`config.mk`:
```
export PLATFORM = sky130hd
export DESIGN_NAME = tail_lamp_sequencer
export DESIGN_NICKNAME = d
export VERILOG_FILES = /design/src/rtl/tail_lamp_pkg.sv /design/src/rtl/tick_prescaler.sv /design/src/rtl/tail_lamp_sequencer.sv
export SDC_FILE = /design/constraint.sdc
export NUM_CORES = 1
export LEC_CHECK = 0
export CAP_MARGIN = 20
export CORE_MARGIN = 3
export CORE_UTILIZATION = 44
export CTS_CLUSTER_DIAMETER = 150
export DETAILED_ROUTE_END_ITERATION = 12
export PLACE_DENSITY = 0.78
export SETUP_SLACK_MARGIN = 0.5
export SLEW_MARGIN = 10
export SYNTH_ARGS = -nofsm -noshare
export SYNTH_HDL_FRONTEND = slang
export SYNTH_SLANG_ARGS = --single-unit
```
`constraint.sdc`:
```
create_clock -name clk -period 1.7 [get_ports clk]
set_input_delay 0.34 -clock clk [delete_from_list [all_inputs] [get_ports clk]]
set_output_delay 0.34 -clock clk [all_outputs]
set_load 0.005 [all_outputs]
```
`src/rtl/tail_lamp_pkg.sv`:
```
// Shared encodings for the tail-lamp sequencer: FSM state and hazard flash phase.
package tail_lamp_pkg;

  typedef enum logic [1:0] {
    IDLE   = 2'd0,
    LEFT   = 2'd1,
    RIGHT  = 2'd2,
    HAZARD = 2'd3
  } state_t;

  localparam logic PHASE_OFF = 1'b0;
  localparam logic PHASE_ON  = 1'b1;

endpackage

```
`src/rtl/tick_prescaler.sv`:
```
// Free-running divider: tick is high for one clk every TICK_DIV clks, first at cycle TICK_DIV-1.
// Latency: counter restarts at 0 on reset; no backpressure, runs unconditionally.
module tick_prescaler #(
  parameter int TICK_DIV = 4
) (
  input  logic clk,
  input  logic reset,
  output logic tick
);

  localparam int CW = (TICK_DIV > 1) ? $clog2(TICK_DIV) : 1;
  localparam logic [CW-1:0] CNT_LAST = CW'(TICK_DIV - 1);

  logic [CW-1:0] r_div_cnt;

  always_ff @(posedge clk or posedge reset) begin
    if (reset) begin
      r_div_cnt <= '0;
    end else if (r_div_cnt == CNT_LAST) begin
      r_div_cnt <= '0;
    end else begin
      r_div_cnt <= r_div_cnt + CW'(1);
    end
  end

  assign tick = (r_div_cnt == CNT_LAST);

endmodule

```
`src/rtl/tail_lamp_sequencer.sv`:
```
// Sequential tail-lamp controller: left/right inner-to-outer sweep, hazard flash, brake override.
// Latency: request seen at a tick edge lights its first lamp at that edge; brake shows after 1 clk.
module tail_lamp_sequencer #(
  parameter int N_LAMPS  = 3,
  parameter int TICK_DIV = 4
) (
  input  logic               clk,
  input  logic               reset,
  input  logic               left,
  input  logic               right,
  input  logic               hazard,
  input  logic               brake,
  output logic [N_LAMPS-1:0] lamps_l,
  output logic [N_LAMPS-1:0] lamps_r,
  output logic               busy
);
  import tail_lamp_pkg::*;

  localparam int SW = $clog2(N_LAMPS + 1);
  localparam logic [SW-1:0] STEP_MAX = SW'(N_LAMPS);
  localparam logic [SW-1:0] STEP_ONE = SW'(1);

  state_t            r_state, w_state_nxt;
  logic [SW-1:0]     r_step, w_step_nxt;
  logic              r_phase, w_phase_nxt;
  logic              r_brake_q;
  logic              w_tick;
  logic [N_LAMPS-1:0] w_therm;
  logic [N_LAMPS-1:0] w_brk_vec;

  tick_prescaler #(.TICK_DIV(TICK_DIV)) u_prescaler (
    .clk   (clk),
    .reset (reset),
    .tick  (w_tick)
  );

  always_ff @(posedge clk or posedge reset) begin
    if (reset) begin
      r_state   <= IDLE;
      r_step    <= '0;
      r_phase   <= PHASE_OFF;
      r_brake_q <= 1'b0;
    end else begin
      r_state   <= w_state_nxt;
      r_step    <= w_step_nxt;
      r_phase   <= w_phase_nxt;
      r_brake_q <= brake;
    end
  end

  always_comb begin
    w_state_nxt = r_state;
    w_step_nxt  = r_step;
    w_phase_nxt = r_phase;
    if (w_tick) begin
      case (r_state)
        IDLE: begin
          if (hazard || (left && right)) begin
            w_state_nxt = HAZARD;
            w_phase_nxt = PHASE_ON;
          end else if (left) begin
            w_state_nxt = LEFT;
            w_step_nxt  = STEP_ONE;
          end else if (right) begin
            w_state_nxt = RIGHT;
            w_step_nxt  = STEP_ONE;
          end
        end
        LEFT, RIGHT: begin
          if (hazard) begin
            w_state_nxt = HAZARD;
            w_phase_nxt = PHASE_ON;
            w_step_nxt  = '0;
          end else if (r_step < STEP_MAX) begin
            w_step_nxt  = r_step + STEP_ONE;
          end else begin
            w_state_nxt = IDLE;
            w_step_nxt  = '0;
          end
        end
        HAZARD: begin
          // Leave only after a full-on frame so the flash never ends half-way.
          if ((r_phase == PHASE_ON) && !hazard) begin
            w_state_nxt = IDLE;
            w_phase_nxt = PHASE_OFF;
          end else begin
            w_phase_nxt = ~r_phase;
          end
        end
        default: begin
          w_state_nxt = IDLE;
          w_step_nxt  = '0;
          w_phase_nxt = PHASE_OFF;
        end
      endcase
    end
  end

  // Per-bit compare keeps the thermometer free of a 1<<N_LAMPS overflow.
  always_comb begin
    w_therm = '0;
    for (int i = 0; i < N_LAMPS; i++) begin
      w_therm[i] = (i < int'(r_step));
    end
  end

  always_comb begin
    w_brk_vec = {N_LAMPS{r_brake_q}};
    lamps_l   = w_brk_vec;
    lamps_r   = w_brk_vec;
    case (r_state)
      LEFT:    lamps_l = w_therm;
      RIGHT:   lamps_r = w_therm;
      HAZARD: begin
        lamps_l = {N_LAMPS{r_phase == PHASE_ON}};
        lamps_r = {N_LAMPS{r_phase == PHASE_ON}};
      end
      default: ;
    endcase
  end

  assign busy = (r_state != IDLE);

endmodule

```
==> results.tsv, run 1 <==
metric	value	unit
wl_per_cell	15.6	um
critPathKind	flip-flop to primary output	
power_density	1680	mW/mm2
slowest_stage	dfrtp_1	
p_int	1160	uW
ys_ff_latch	8	
finalCriticalPeriod	1.87	ns
clkPwrFrac	7.8	%
antenna_found_initial	0	
drt_pass1_iterations	4	
grt_pass1_wl	2850	um
drtIter0Drc	11	
preCtsSetupSlack	-0.240	ns
path_clk_slew	0.06	ns
status	finished, violations left	
die_x	45.1	um
htree_levels	1	
final_common_cell	buf_4	
ys_types	24	
p_seq_share	16.0	%
grt_setup_unrepaired	yes	
ir_worst_vdd	1.04	mV
arrival	1.53	ns
avgSynthCellArea	10.2	um2
yosysWarningCount	0	
power_leakage	0.000506	uW
worst_path_largest_cell_delay	0.43	ns
fin_hold_ws	0.326	ns
grt-ovfl-total	0	
path_max_fanout	4	
fillers	73	
drive_gt1_share	58.9	%
hp-class	input port to async pin	
reg2reg_slack	-0.08	ns
cts_root_buffer	clkbuf_4	
ios	13	
worstMarginPinSlew	0.340	ns
crit_path_cell_trace	inv_2 -> ha_4 -> nor2_2 -> buf_4 -> o31ai_2 -> buf_2	
synth_cells	66	
synth_ff_type	dfrtp_1	
setup_violations	10	
layout_setup_ws	-0.173	ns
fin_crit_sh	110	%
viasPerCell	5.25	
portBuffers	12	
grt_max_degree	9	
violations	negative setup slack	
rows	13	
nNetsFinal	125	
maxSlewViolCount	0	
dieArea	0.00204	mm2
final_antenna_net_count	0	
drc	0	
seq_area_frac_synth	29.7	%
dp_hpwl	1240	um
diodes	0	
cts_buffers	3	
track_usage	20.0	%
die_h	45.1	um
cts_hold_buf	0	
final_cell_mix	buf_4, buf_2, dfrtp_1	
r2r_start	r_state[1]$_DFFE_PP0P_	
async_flop_share	100	%
cts_tree	done	
routed_wl	1900	um
pwr-share-comb	76.2	%
clock-sinks	8	
max_freq	534	MHz
start_util	49.3	%
maxSlewHeadroom	77.3	%
cp-end-kind	primary output	
synth_edf_count	0	
syn_nets	82	
grt_pass1_vias	655	
area_delta_synth_final	71.7	%
maxCapViolations	0	
vias	641	
r2r-end	r_state[0]$_DFFE_PP0P_	
r2r_cells	7	
core	0.00137	mm2
p_switching	778	uW
worstPathRequired	1.36	ns
startpoint_type	flip-flop	
hold_viol	0	
fin_skew	0.00241	ns
swShare	40.1	%
clk_latency	0.26	ns
place_congestion	0.770	
syn-cell-area	673	um2
cts_max_path_buffers	2	
critical path, delay by kind of cell, from the launching register on:
kind / cells / cell delay, ns
flip-flops: 1 / 0.43
buffers and inverters: 3 / 0.42
AO/OA/AOI/OAI: 1 / 0.22
adder cells (fa/ha/maj): 1 / 0.17
AND/OR/NAND/NOR: 1 / 0.04
worst max-delay path by stage:
stage                                 from                  end  cells after the start
detailed placement  r_state[0]$_DFFE_PP0P_           lamps_r[0]                      5
global route        r_state[1]$_DFFE_PP0P_           lamps_l[0]                      6
CTS                 r_state[1]$_DFFE_PP0P_           lamps_r[0]                      6
global placement    r_state[0]$_DFFE_PP0P_           lamps_r[1]                      5
floorplan           r_state[0]$_DFFE_PP0P_  r_phase$_DFFE_PP0P_                      5
finish              r_state[1]$_DFFE_PP0P_           lamps_l[0]                      6
cells in the mapped netlist, types with 2 or more instances:
| cell type | instances | area share (%) |
|---|---|---|
| inv_1 | 8 | 4.5 |
| nor2b_1 | 3 | 2.8 |
| ha_1 | 10 | 19 |
| dfrtp_1 | 8 | 30 |
| o21ai_0 | 4 | 3.0 |
| a21boi_0 | 3 | 3.3 |
| nand2b_1 | 2 | 1.9 |
| mux2i_1 | 4 | 5.9 |
| o31ai_1 | 2 | 2.2 |
| nand3b_1 | 2 | 2.2 |
| nand2_1 | 6 | 3.3 |
| nor2_1 | 2 | 1.1 |
state kept, by name, indices dropped and copies added, names as in the netlist:
| signal | count |
|---|---|
| u_prescaler.r_div_cnt | 2 |
| r_phase | 1 |
| r_state | 2 |
| r_step | 2 |
| r_brake_q | 1 |
power groups by stage:
stage / Clock [uW] / Sequential, uW / Combinational [uW]
floorplan: 0 / 293 / 577
global placement: 0 / 293 / 1110
detailed placement: 0 / 297 / 1140
CTS: 156 / 307 / 1320
global route: 167 / 318 / 1580
finish: 151 / 311 / 1480
kinds of logic after synthesis:
family	after synthesis	synth area share, %
AOI/OAI and AO/OA	16	20.8
xor gates and xnor gates	1	1.30
adders and majority gates	10	18.6
buffers and inverters	8	4.46
DFF	8	29.7
muxes	5	7.62
and+or+nand+nor	18	17.5
stage by stage:
| step | std cells | setup TNS [ns] | power (uW) | util, % | cell area (um2) |
|---|---|---|---|---|---|
| after floorplan | 66 | 0 | 870 | - | 707 |
| after global placement | 111 | -1.16 | 1400 | 71.8 | 981 |
| after detailed placement | 111 | -1.46 | 1440 | 71.8 | 981 |
| after CTS | 121 | -0.709 | 1780 | 82.1 | 1120 |
| after global routing | 122 | -1.56 | 2070 | 84.6 | 1160 |
| final | 122 | -0.980 | 1940 | 84.6 | 1160 |
layer usage:
metal  wire length, um  track usage, %
met2               965            37.0
met5                 0               0
met1               831            21.7
met3                70            2.39
met4                31            10.5
final cells by class:
type | instances | area, um2 | share of cell area [%]
flip-flops and latches | 8 | 201 | 17.4
well taps | 15 | 18.8 | 1.62
repair buffers | 38 | 295 | 25.5
multi-input cells | 50 | 588 | 50.9
clock buffers | 3 | 22.5 | 1.95
inverters | 8 | 30.0 | 2.60
repair_timing:
action                     CTS  global route
setup endpoints to repair   12            12
buffers inserted             7             1
resized for setup           51             7
pin swaps                    8             4
gates cloned                 0             0
(Power assumes the default switching activity.)
==> inputs of run 2 (changes only) <==
Settings changed: CTS_CLUSTER_DIAMETER 150 to 40.
==> results of run 2 <==
Same layout as run 1: the final DEF is identical, and so are final timing and power.
==> inputs of run 3 (changes only) <==
Settings changed: PLACE_DENSITY 0.78 to 0.72.
==> run 3 against run 2 <==
  * The flow still finishes with violations (negative setup slack)
  * Global-route usage grew 2.4 points
  * Via count grew 3.9%
  * Cell count grew 1.6%
  * Worst setup slack lost 0.075 ns
  * Critical path type unchanged
  * Critical endpoint is now lamps_l[2]
  * Largest cell class unchanged
==> results.tsv, run 3 (synthesized netlist as in run 1, its figures left out) <==
metric	value	unit	change
cp-end-kind	primary output		
finalCriticalPeriod	1.95	ns	+0.0747 ns
ios	13		unchanged
final_cell_mix	buf_4, dfrtp_1, buf_2		
fin_skew	0.00609	ns	+0.00368 ns
grt_setup_unrepaired	yes		
slowest_stage	dfrtp_1		
place_congestion	0.776		+0.78%
grt_pass1_wl	3150	um	+10%
path_max_fanout	3		-1
fin_cells	124		+1.6%
drive_gt1_share	58.7	%	-0.16 points
status	finished, violations left		
diodes	0		unchanged
die_h	45.1	um	unchanged
wl_per_cell	17.6	um	+13%
cts_max_path_buffers	2		unchanged
cts_buffers	3		unchanged
area_delta_synth_final	73.2	%	
setup_tns	-1.87	ns	-0.890 ns
dp_cells	111		unchanged
power_density	1680	mW/mm2	+0.47%
ir_worst_vdd	1.16	mV	+12%
setup_violations	12		+2
viasPerCell	5.37		+2.2%
worstMarginPinSlew	0.378	ns	+0.0378 ns
power_leakage	0.000513	uW	+1.3%
finalPower	1960	uW	+1.3%
path_clk_slew	0.07	ns	about the same
antenna_found_initial	0		unchanged
die_x	45.1	um	unchanged
maxCapViolations	0		unchanged
final_common_cell	buf_4		
startpoint_type	flip-flop		
cts_tree	done		
fin_crit_sh	115	%	+4.4 points
reg2reg_slack	-0.19	ns	-0.11 ns
drc	0		unchanged
final_antenna_net_count	0		unchanged
max_freq	513	MHz	-3.8%
nNetsFinal	127		+1.6%
hp-class	input port to async pin		
layout_setup_ws	-0.248	ns	-0.0747 ns
clock-sinks	8		unchanged
drtIter0Drc	14		+3
drt_pass1_iterations	4		unchanged
htree_levels	1		unchanged
grt-ovfl-total	0		unchanged
clk_latency	0.27	ns	about the same
hold_viol	0		unchanged
routed_wl	2180	um	+15%
worst_path_largest_cell_delay	0.44	ns	about the same
maxSlewViolCount	0		unchanged
top_regs	r_state x2, r_step x2, u_prescaler.r_div_cnt x2		
grt_max_degree	9		unchanged
core	0.00137	mm2	unchanged
vias	666		+3.9%
worstPathRequired	1.36	ns	about the same
violations	negative setup slack		
portBuffers	12		unchanged
dieArea	0.00204	mm2	unchanged
maxSlewHeadroom	74.8	%	-2.5 points
arrival	1.61	ns	+0.08 ns
critPathKind	flip-flop to primary output		
track_usage	22.3	%	+2.4 points
crit_path_cell_trace	inv_2 -> ha_2 -> nand2_2 -> a21oi_2 -> a2bb2oi_1 -> buf_2		
start_util	49.3	%	unchanged
rows	13		unchanged
grt_pass1_vias	671		+2.4%
cts_root_buffer	clkbuf_4		
dp_hpwl	1260	um	+1.6%
[run 3: path summary, 6_finish.rpt]
kind                                                     from                            endpoint  depth (start not counted)
max                                    r_state[1]$_DFFE_PP0P_                          lamps_l[2]                          6
min                                                     reset              r_state[0]$_DFFE_PP0P_                          2
max reg2reg                            r_state[0]$_DFFE_PP0P_                 r_phase$_DFFE_PP0P_                          9
min reg2reg                u_prescaler.r_div_cnt[0]$_DFF_PP0_  u_prescaler.r_div_cnt[0]$_DFF_PP0_                          1
max in group asynchronous                               reset              r_state[0]$_DFFE_PP0P_                          2
min in group clk           u_prescaler.r_div_cnt[0]$_DFF_PP0_  u_prescaler.r_div_cnt[0]$_DFF_PP0_                          1
[run 3: power breakdown]
part,internal [uW],leakage [uW],switching (uW)
registers,243,0.0000925,70.9
logic,828,0.000406,656
clock network,82.0,0.0000138,84.2
total,1150,0.000513,811
[run 3: layout make-up]
cell class / instances / area [um2]
clock buffers: 3 / 22.5
fillers: 74 / 200
inverters: 8 / 32.5
multi-input cells: 50 / 577
flip-flops and latches: 8 / 201
well taps: 15 / 18.8
repair buffers: 40 / 314
[run 3: per-layer routing]
metal,wire length [um],up-vias,track usage [%]
met4,52,0,14.0
li1,-,320,-
met1,903,328,23.4
met2,1160,14,41.5
met3,63,4,2.39
met5,0,-,0
[run 3: repair_timing]
| item | 4_1_cts | 5_1_grt |
|---|---|---|
| gates resized for setup | 44 | 12 |
| setup buffers | 8 | 2 |
| pin swaps | 6 | 7 |
| setup endpoints to repair | 12 | 12 |
| hold buffers | 0 | 0 |
[run 3: critical path: cells and delay by family (launching register included)]
kind | cells | cell delay, ns
buffers and inverters | 2 | 0.26
AND/OR/NAND/NOR | 1 | 0.07
AO/OA/AOI/OAI | 2 | 0.35
flip-flops | 1 | 0.44
adder cells (fa/ha/maj) | 1 | 0.21
[run 3: stage by stage]
stage | instance area (um2) | setup WS, ns | hold WS [ns] | utilization (%)
floorplan | 707 | 0.248 | 0.156 | -
global placement | 981 | -0.187 | 0.413 | 71.8
detailed placement | 981 | -0.218 | 0.433 | 71.8
CTS | 1120 | -0.157 | 0.328 | 81.8
global route | 1170 | -0.300 | 0.343 | 85.3
finish | 1170 | -0.248 | 0.309 | 85.3
